$ cat config.mk
export PLATFORM = sky130hd
export DESIGN_NAME = parking_session_ctrl
export DESIGN_NICKNAME = d
export VERILOG_FILES = /design/src/rtl/parking_session_ctrl.sv
export SDC_FILE = /design/constraint.sdc
export NUM_CORES = 1
export LEC_CHECK = 0
export ABC_AREA = 1
export CAP_MARGIN = 40
export CORE_MARGIN = 8
export CORE_UTILIZATION = 60
export CTS_CLUSTER_DIAMETER = 40
export DETAILED_ROUTE_END_ITERATION = 8
export PLACE_DENSITY = 0.93
export SLEW_MARGIN = 10
export SYNTH_ARGS = -nofsm -noshare
export SYNTH_HDL_FRONTEND = slang
export SYNTH_HIERARCHICAL = 1
export SYNTH_SLANG_ARGS = --single-unit
$ cat constraint.sdc
create_clock -name clk -period 3.3 [get_ports clk]
set_input_delay 0.66 -clock clk [delete_from_list [all_inputs] [get_ports clk]]
set_output_delay 0.66 -clock clk [all_outputs]
set_load 0.005 [all_outputs]
$ cat src/rtl/parking_session_ctrl.sv
// parking_session_ctrl
//   Sequences the shared time_calculate subtractor for the parking system.
//   It keeps a free-running 8-bit time base and records the entry time of each
//   occupied slot. It arbitrates entry and exit gate requests, with exit taking
//   priority. On each exit it returns the registered duration and, optionally,
//   a fee.
//
//   Build option: define PARKING_FEE_EN to enable the fee multiplier.
//   Without it, fee is tied to zero.
//
//   Parameters: SLOTS (2..8), TICK_DIV (clock cycles per time unit), FEE_RATE
//
//   Ports:
//     clk, rst_n                  clock, async active-low reset
//     in_req / in_ack / in_slot   entry handshake and allocated slot
//     out_req / out_slot          exit request and the slot that is leaving
//     out_ack / out_err           exit completion; out_err marks an empty slot
//     dur_valid / duration / fee  exit result
//     now                         current time base
//     full / occupancy            occupancy map status

module time_calculate (
    input  logic [7:0] time_in,
    input  logic [7:0] time_out,
    output logic [7:0] time_diff
);
    // Modulo-256 difference: correct for stays shorter than 256 units.
    assign time_diff = time_out - time_in;
endmodule

module parking_session_ctrl #(
    parameter  int unsigned SLOTS    = 4,
    parameter  int unsigned TICK_DIV = 50,
    parameter  int unsigned FEE_RATE = 2,
    localparam int unsigned SW       = $clog2(SLOTS)
) (
    input  logic          clk,
    input  logic          rst_n,
    input  logic          in_req,
    output logic          in_ack,
    output logic [SW-1:0] in_slot,
    input  logic          out_req,
    input  logic [SW-1:0] out_slot,
    output logic          out_ack,
    output logic          out_err,
    output logic          dur_valid,
    output logic [7:0]    duration,
    output logic [15:0]   fee,
    output logic [7:0]    now,
    output logic          full,
    output logic [SW:0]   occupancy
);
    localparam int unsigned PW = (TICK_DIV > 1) ? $clog2(TICK_DIV) : 1;

    typedef enum logic [1:0] {IDLE, ENT_ACK, EXT_LOAD, EXT_ACK} state_t;

    state_t              state;
    logic [PW-1:0]       presc;
    logic                tick;
    logic [SLOTS-1:0]    slot_valid;
    logic [7:0]          slot_time [SLOTS];
    logic [SW-1:0]       free_idx;
    logic                out_hit;
    logic [7:0]          t_in;
    logic [7:0]          t_out;
    logic [7:0]          time_diff;
    logic                err_flag;

    // ---------------- time base ----------------
    assign tick = (presc == PW'(TICK_DIV - 1));

    always_ff @(posedge clk or negedge rst_n) begin
        if (!rst_n) begin
            presc <= '0;
            now   <= '0;
        end else if (tick) begin
            presc <= '0;
            now   <= now + 8'd1;
        end else begin
            presc <= presc + PW'(1);
        end
    end

    // ---------------- occupancy map ----------------
    assign full = &slot_valid;

    always_comb begin
        occupancy = '0;
        for (int unsigned i = 0; i < SLOTS; i++)
            occupancy = occupancy + (SW+1)'(slot_valid[i]);
    end

    // Scanning downward leaves the lowest-index free slot selected.
    always_comb begin
        free_idx = '0;
        for (int unsigned i = SLOTS; i > 0; i--)
            if (!slot_valid[i-1])
                free_idx = SW'(i - 1);
    end

    assign out_hit = (32'(out_slot) < SLOTS) && slot_valid[out_slot];

    // ---------------- shared subtractor ----------------
    time_calculate u_time_calc (
        .time_in   (t_in),
        .time_out  (t_out),
        .time_diff (time_diff)
    );

    // ---------------- session FSM ----------------
    always_ff @(posedge clk or negedge rst_n) begin
        if (!rst_n) begin
            state      <= IDLE;
            in_ack     <= 1'b0;
            in_slot    <= '0;
            out_ack    <= 1'b0;
            out_err    <= 1'b0;
            dur_valid  <= 1'b0;
            duration   <= '0;
            slot_valid <= '0;
            slot_time  <= '{default: '0};
            t_in       <= '0;
            t_out      <= '0;
            err_flag   <= 1'b0;
`ifdef PARKING_FEE_EN
            fee        <= '0;
`endif
        end else begin
            in_ack    <= 1'b0;
            out_ack   <= 1'b0;
            out_err   <= 1'b0;
            dur_valid <= 1'b0;
            case (state)
                IDLE: begin
                    if (out_req) begin
                        state <= EXT_LOAD;
                        if (out_hit) begin
                            t_out    <= now;
                            t_in     <= slot_time[out_slot];
                            err_flag <= 1'b0;
                        end else begin
                            err_flag <= 1'b1;
                        end
                    end else if (in_req && !full) begin
                        // The ack is registered here so it is high in ENT_ACK.
                        state                <= ENT_ACK;
                        slot_valid[free_idx] <= 1'b1;
                        slot_time[free_idx]  <= now;
                        in_slot              <= free_idx;
                        in_ack               <= 1'b1;
                    end
                end
                ENT_ACK: state <= IDLE;
                EXT_LOAD: begin
                    state   <= EXT_ACK;
                    out_ack <= 1'b1;
                    if (err_flag) begin
                        out_err <= 1'b1;
                    end else begin
                        duration             <= time_diff;
                        slot_valid[out_slot] <= 1'b0;
                        dur_valid            <= 1'b1;
`ifdef PARKING_FEE_EN
                        fee <= {8'd0, time_diff} * {8'd0, 8'(FEE_RATE)};
`endif
                    end
                end
                EXT_ACK: state <= IDLE;
                default: state <= IDLE;
            endcase
        end
    end

`ifndef PARKING_FEE_EN
    assign fee = '0;
`endif

endmodule

After elaboration in Yosys (flattened, before gate mapping) --
Index checks and enable logic that the tools add are counted.
Cells by class: add/subtract/negate cells 6, order comparisons 7, equality and inequality tests 8, muxes and demuxes 33, bitwise logic cells 7, reduce and logical (&&, ||, !) cells 14
Operators by type and width (number):
- $bwmux 32 | 1
- $mux 8 | 3
- $bmux 8 s2 | 1
- $demux 8 s2 | 1
- $mux 1 | 12
- $mux 2 | 6
- $mux 4 | 3
- $add 8x1->8 const B | 1
- $pmux 4 s2 | 1
- $reduce_and 4->1 | 2
- $sub 8x8->8 | 1
- $add 6x1->6 const B | 1
- $eq 6x6->1 const B | 1
- $ge 3x3->1 const B | 2
- $lt 2x3->1 const B | 2
- $mux 6 | 1
- $ne 2x2->1 const B | 3
- $not 2->3 | 2
- $pmux 2 s3 | 1
- $reduce_and 3->1 | 2
- $and 4x4->4 | 1
- $demux 1 s2 | 2
- $eq 2x2->1 const B | 2
- $ge 2x1->1 const B | 2
- other kinds (16) | 21
Word-level totals: bits in registers 83, bits of input ports 6, output and inout bits 42, word-level logic and storage cells 92

Depth between registers and ports, before layout --
word-level depth 12, mapped depth 12, gate-level depth less buffers 12

Modules after synthesis --
The synthesis kept the hierarchy.
By module, submodules not included:
- parking_session_ctrl | instances 1, cells each 494, area an instance 4103.9 µm², seq. area each 2077.0 µm²
- time_calculate | instances 1, cells each 62, area an instance 351.6 µm², seq. area each 0.0 µm²

Worst setup path before layout --
No wires, ideal clock.
kind reg2out, start point register slot_valid[0], end point output occupancy[1], arrival time 1.530 ns, required time 2.640 ns, slack 1.110 ns, stages on the path, launching flop included 6, path buffers 0, cell sequence dfrtp_1 > inv_1 > fa_1 > inv_1 > ha_1 > ha_1
Between the ends: cells in the longest elaborated chain, start to end 3
RTL lines:
- start, declared | line 60 | logic [SLOTS-1:0] slot_valid;
- start signal, assigned | line 120 | slot_valid <= '0;
- start signal, assigned by index | line 147 | slot_valid[free_idx] <= 1'b1;
- start signal, assigned by index | line 161 | slot_valid[out_slot] <= 1'b0;
- $add 1x1->2 | line 90 | occupancy = occupancy + (SW+1)'(slot_valid[i]);
- $add 2x1->3 | line 90
- $add 3x1->3 | line 90
- end, declared | line 51 | output logic [SW:0] occupancy
Every way passes these cells.

Worst setup path after layout --
Ends and elaborated chain as after synthesis.

==> summary.txt <==
Global route
  – Remaining Overflow, GRT: 0
  – Number of global-route vias before repair: 3504
  – Largest net degree at the start of global routing: 60
  – Tot GR Track Use: 20.8%
  – Initial antenna violation count: 0
  – First-pass GRT wire length: 16.9 mm

Layout
  – Layout cells sized above 1: 10.3%
  – Final #Nets: 608
  – Ant. Diodes: 0
  – Synth-to-layout area growth: 13.2%

Pwr
  – Comb power frac: 26.9%
  – P per Cell Area: 563 nW/µm²
  – Peak VDD IR: 354 µV
  – Flop pwr share: 40.4%
  – Switch share: 32.6%
  – P_leak: 2.76 nW
  – Switching pwr: 0.926 mW
  – Cell internal pwr: 1.91 mW
  – Power share of the clock group: 32.7%

Critical path
  – CP Max Fanout: 7
  – Crit-path slowest cell: fa_1
  – CP peak stage delay: 570 ps
  – Crit path buf inv count: 3
  – Cell Chain, Critical Path: inv_1 > fa_1 > inv_1 > ha_1 > ha_1 > clkdlybuf4s50_1
  – Critical path class: flip-flop to output pin
  – Critical Path Start Type: flip-flop
  – Crit path depth: 6
  – Crit-path leading delay family: adder cells
  – CP arrival: 2500 ps
  – CP Capture Type: output pin
  – Reg2Reg Depth: 7
  – Worst Path Required: 2640 ps

Synthesis
  – Synth Area in XOR/XNOR: 1.97%
  – Synth top cells by count: nand2_1, dfrtp_1, nand3_1, inv_1, buf_4
  – Multiplexer area fraction after synthesis: 0%
  – Syn Std Cell Area: 4460 µm²
  – EDFF count, synth: 0
  – Avg Cell Area, Syn: 8.01 µm²
  – Yosys warning count: 6
  – Post-synth top area share: 46.6%
  – Main flop type after synthesis: dfrtp_1
  – Fraction of registers with async set/reset: 100%
  – Synth area leader: dfrtp_1
  – Top-count cell post-synth: nand2_1
  – Post-Synth Adder-Cell Area: 4.83%
  – Yosys reg bits: 83
  – Cells after Synth: 556
  – Post-synthesis compound-gate area fraction: 0.983%
  – Post-Synth Simple-Gate Area: 36.1%
  – Register area share after synthesis: 46.6%
  – Post-synth cell types: 30
  – Synth top area cells: dfrtp_1, nand2_1, nand3_1
  – Combinational family with the most area after synthesis: simple AND/OR/NAND/NOR gates

Route
  – Routed wl met3: 781 µm
  – Met1 WL: 4.08 mm
  – Top sig layer: met4
  – Met2 WL: 5.03 mm
  – Initial DRC count: 303
  – # DRC: 0
  – Drt pass-1 iters: 5
  – Final WL: 10.1 mm
  – Drt via density: 5.25
  – DR WL/cell: 14.7 µm
  – Vias post-DR: 3620
  – Post-route ant nets: 0

Placement
  – Gpl congestion: 0.873
  – I/O Buffers: 31
  – Detailed placement HPWL: 6.97 mm

Clock tree
  – CTS Root Cell: clkbuf_8
  – Clock Latency Late Sink: 360 ps
  – Reg clk slew, reported paths: 80 ps
  – CTS tree: done
  – CTS hold repair buffers: 0
  – Clock Sinks: 83
  – H-tree depth: 3
  – Number of buffers created by CTS: 9
  – CTS max path bufs: 2

Die
  – Core region area: 7210 µm²
  – I/O Pins: 48
  – Die area: 10400 µm²
  – Starting density of the core: 61.8%
  – Row count: 31
  – Die Width: 102 µm
  – Chip height: 102 µm

Timing
  – Peak Freq: 0.317 GHz
  – Final hold viol count: 0
  – Clock period minus worst slack: 3160 ps
  – Pins over their slew limit: 0
  – Least-Margin Pin Slew: 842 ps
  – Final period utilization: 95.6%
  – RSZ-0062 raised after global routing: no
  – Final setup TNS: 0 ps
  – Finish-stage setup viols: 0
  – Fin Hold WS: 210 ps
  – Worst Clk Skew: 5.43 ps
  – Slew HR: 43.7%

Hold path
  – Worst Hold Class: input pin to async pin

Job
  – Max cap viols: 0

Outcome
  – Status: finished clean
metal layers:
| layer | track usage (%) | vias up |
|---|---|---|
| met5 | 0 | - |
| met4 | 10.2 | 0 |
| met3 | 4.56 | 31 |
| met2 | 33.8 | 159 |
| met1 | 25.5 | 1679 |
| li1 | - | 1751 |
stage by stage:
step | utilization (%) | setup slack [ps] | cell area (µm²) | instances | power (mW)
after detailed placement | 66.3 | 509 | 4780 | 674 | 1.88
after floorplan | - | 1110 | 4510 | 571 | 1.61
final | 69.9 | 144 | 5040 | 690 | 2.84
after global routing | 69.9 | 60.6 | 5040 | 690 | 2.96
after CTS | 69.9 | 79.0 | 5040 | 690 | 2.82
after global placement | 65.9 | 597 | 4750 | 673 | 1.83
final timing paths:
path                                     from             to  slack, ps
max in group asynchronous               rst_n    duration[7]       2510
worst max-delay path            slot_valid[0]   occupancy[1]        140
worst min-delay path                    rst_n  slot_time[20]        210
min in group clk                  duration[3]    duration[3]        480
worst min register to register    duration[3]    duration[3]        480
worst max register to register  slot_valid[1]  slot_time[29]       1140
state kept, by name, indices dropped and copies added (netlist names), 2 cells and up:
name        count
state           2
t_out           8
slot_valid      4
slot_time      32
duration        8
now             8
presc           6
in_slot         2
t_in            8
cells by family after synthesis:
family | after synthesis
AO/OA/AOI/OAI | 8
flip-flops | 83
other | 1
buffers and inverters | 85
XOR/XNOR | 10
adder cells (fa/ha/maj) | 16
AND/OR/NAND/NOR | 353
cells in the final DEF (no fill, tap or decap), drive strengths merged:
cell type,instances
o21ai,3
bufinv,3
nand4,12
or2,1
nor2,23
clkinv,4
dfrtp,83
xor2,7
nand3,54
clkbuf,12
ha,14
buf,6
nand2,260
inv,50
fa,2
nand3b,2
nor3,1
xnor2,3
conb,16
a21oi,5
clkdlybuf4s50,30
power groups by stage:
stage	registers [mW]	clock network, mW	logic (mW)
final	1.15	0.929	0.762
after global routing	1.15	0.980	0.826
after CTS	1.14	0.939	0.743
after detailed placement	1.16	0	0.720
after global placement	1.15	0	0.677
after floorplan	1.15	0	0.461
timing repair:
action | 4_1_cts | 5_1_grt
gates resized for setup | 0 | 1
buffers inserted | 0 | 0
endpoints found under the setup margin | 0 | 1
worst reg2reg max path: stages, from the launching register on:
cell,delay [ps]
dfrtp_1,470
ha_1,210
nand3_1,140
nand3_1,130
nor2_2,500
nand2_1,370
nand2_1,160
nand2_1,60
cell type report:
class | count | area [µm²]
clock inverter | 4 | 95.1
fill | 571 | 2170
tap | 99 | 124
inverter | 53 | 199
timing repair buffer | 36 | 365
clock buffer | 12 | 165
multi-input combinational | 403 | 2020
sequential | 83 | 2080
Power figures use the tool's default switching activity.
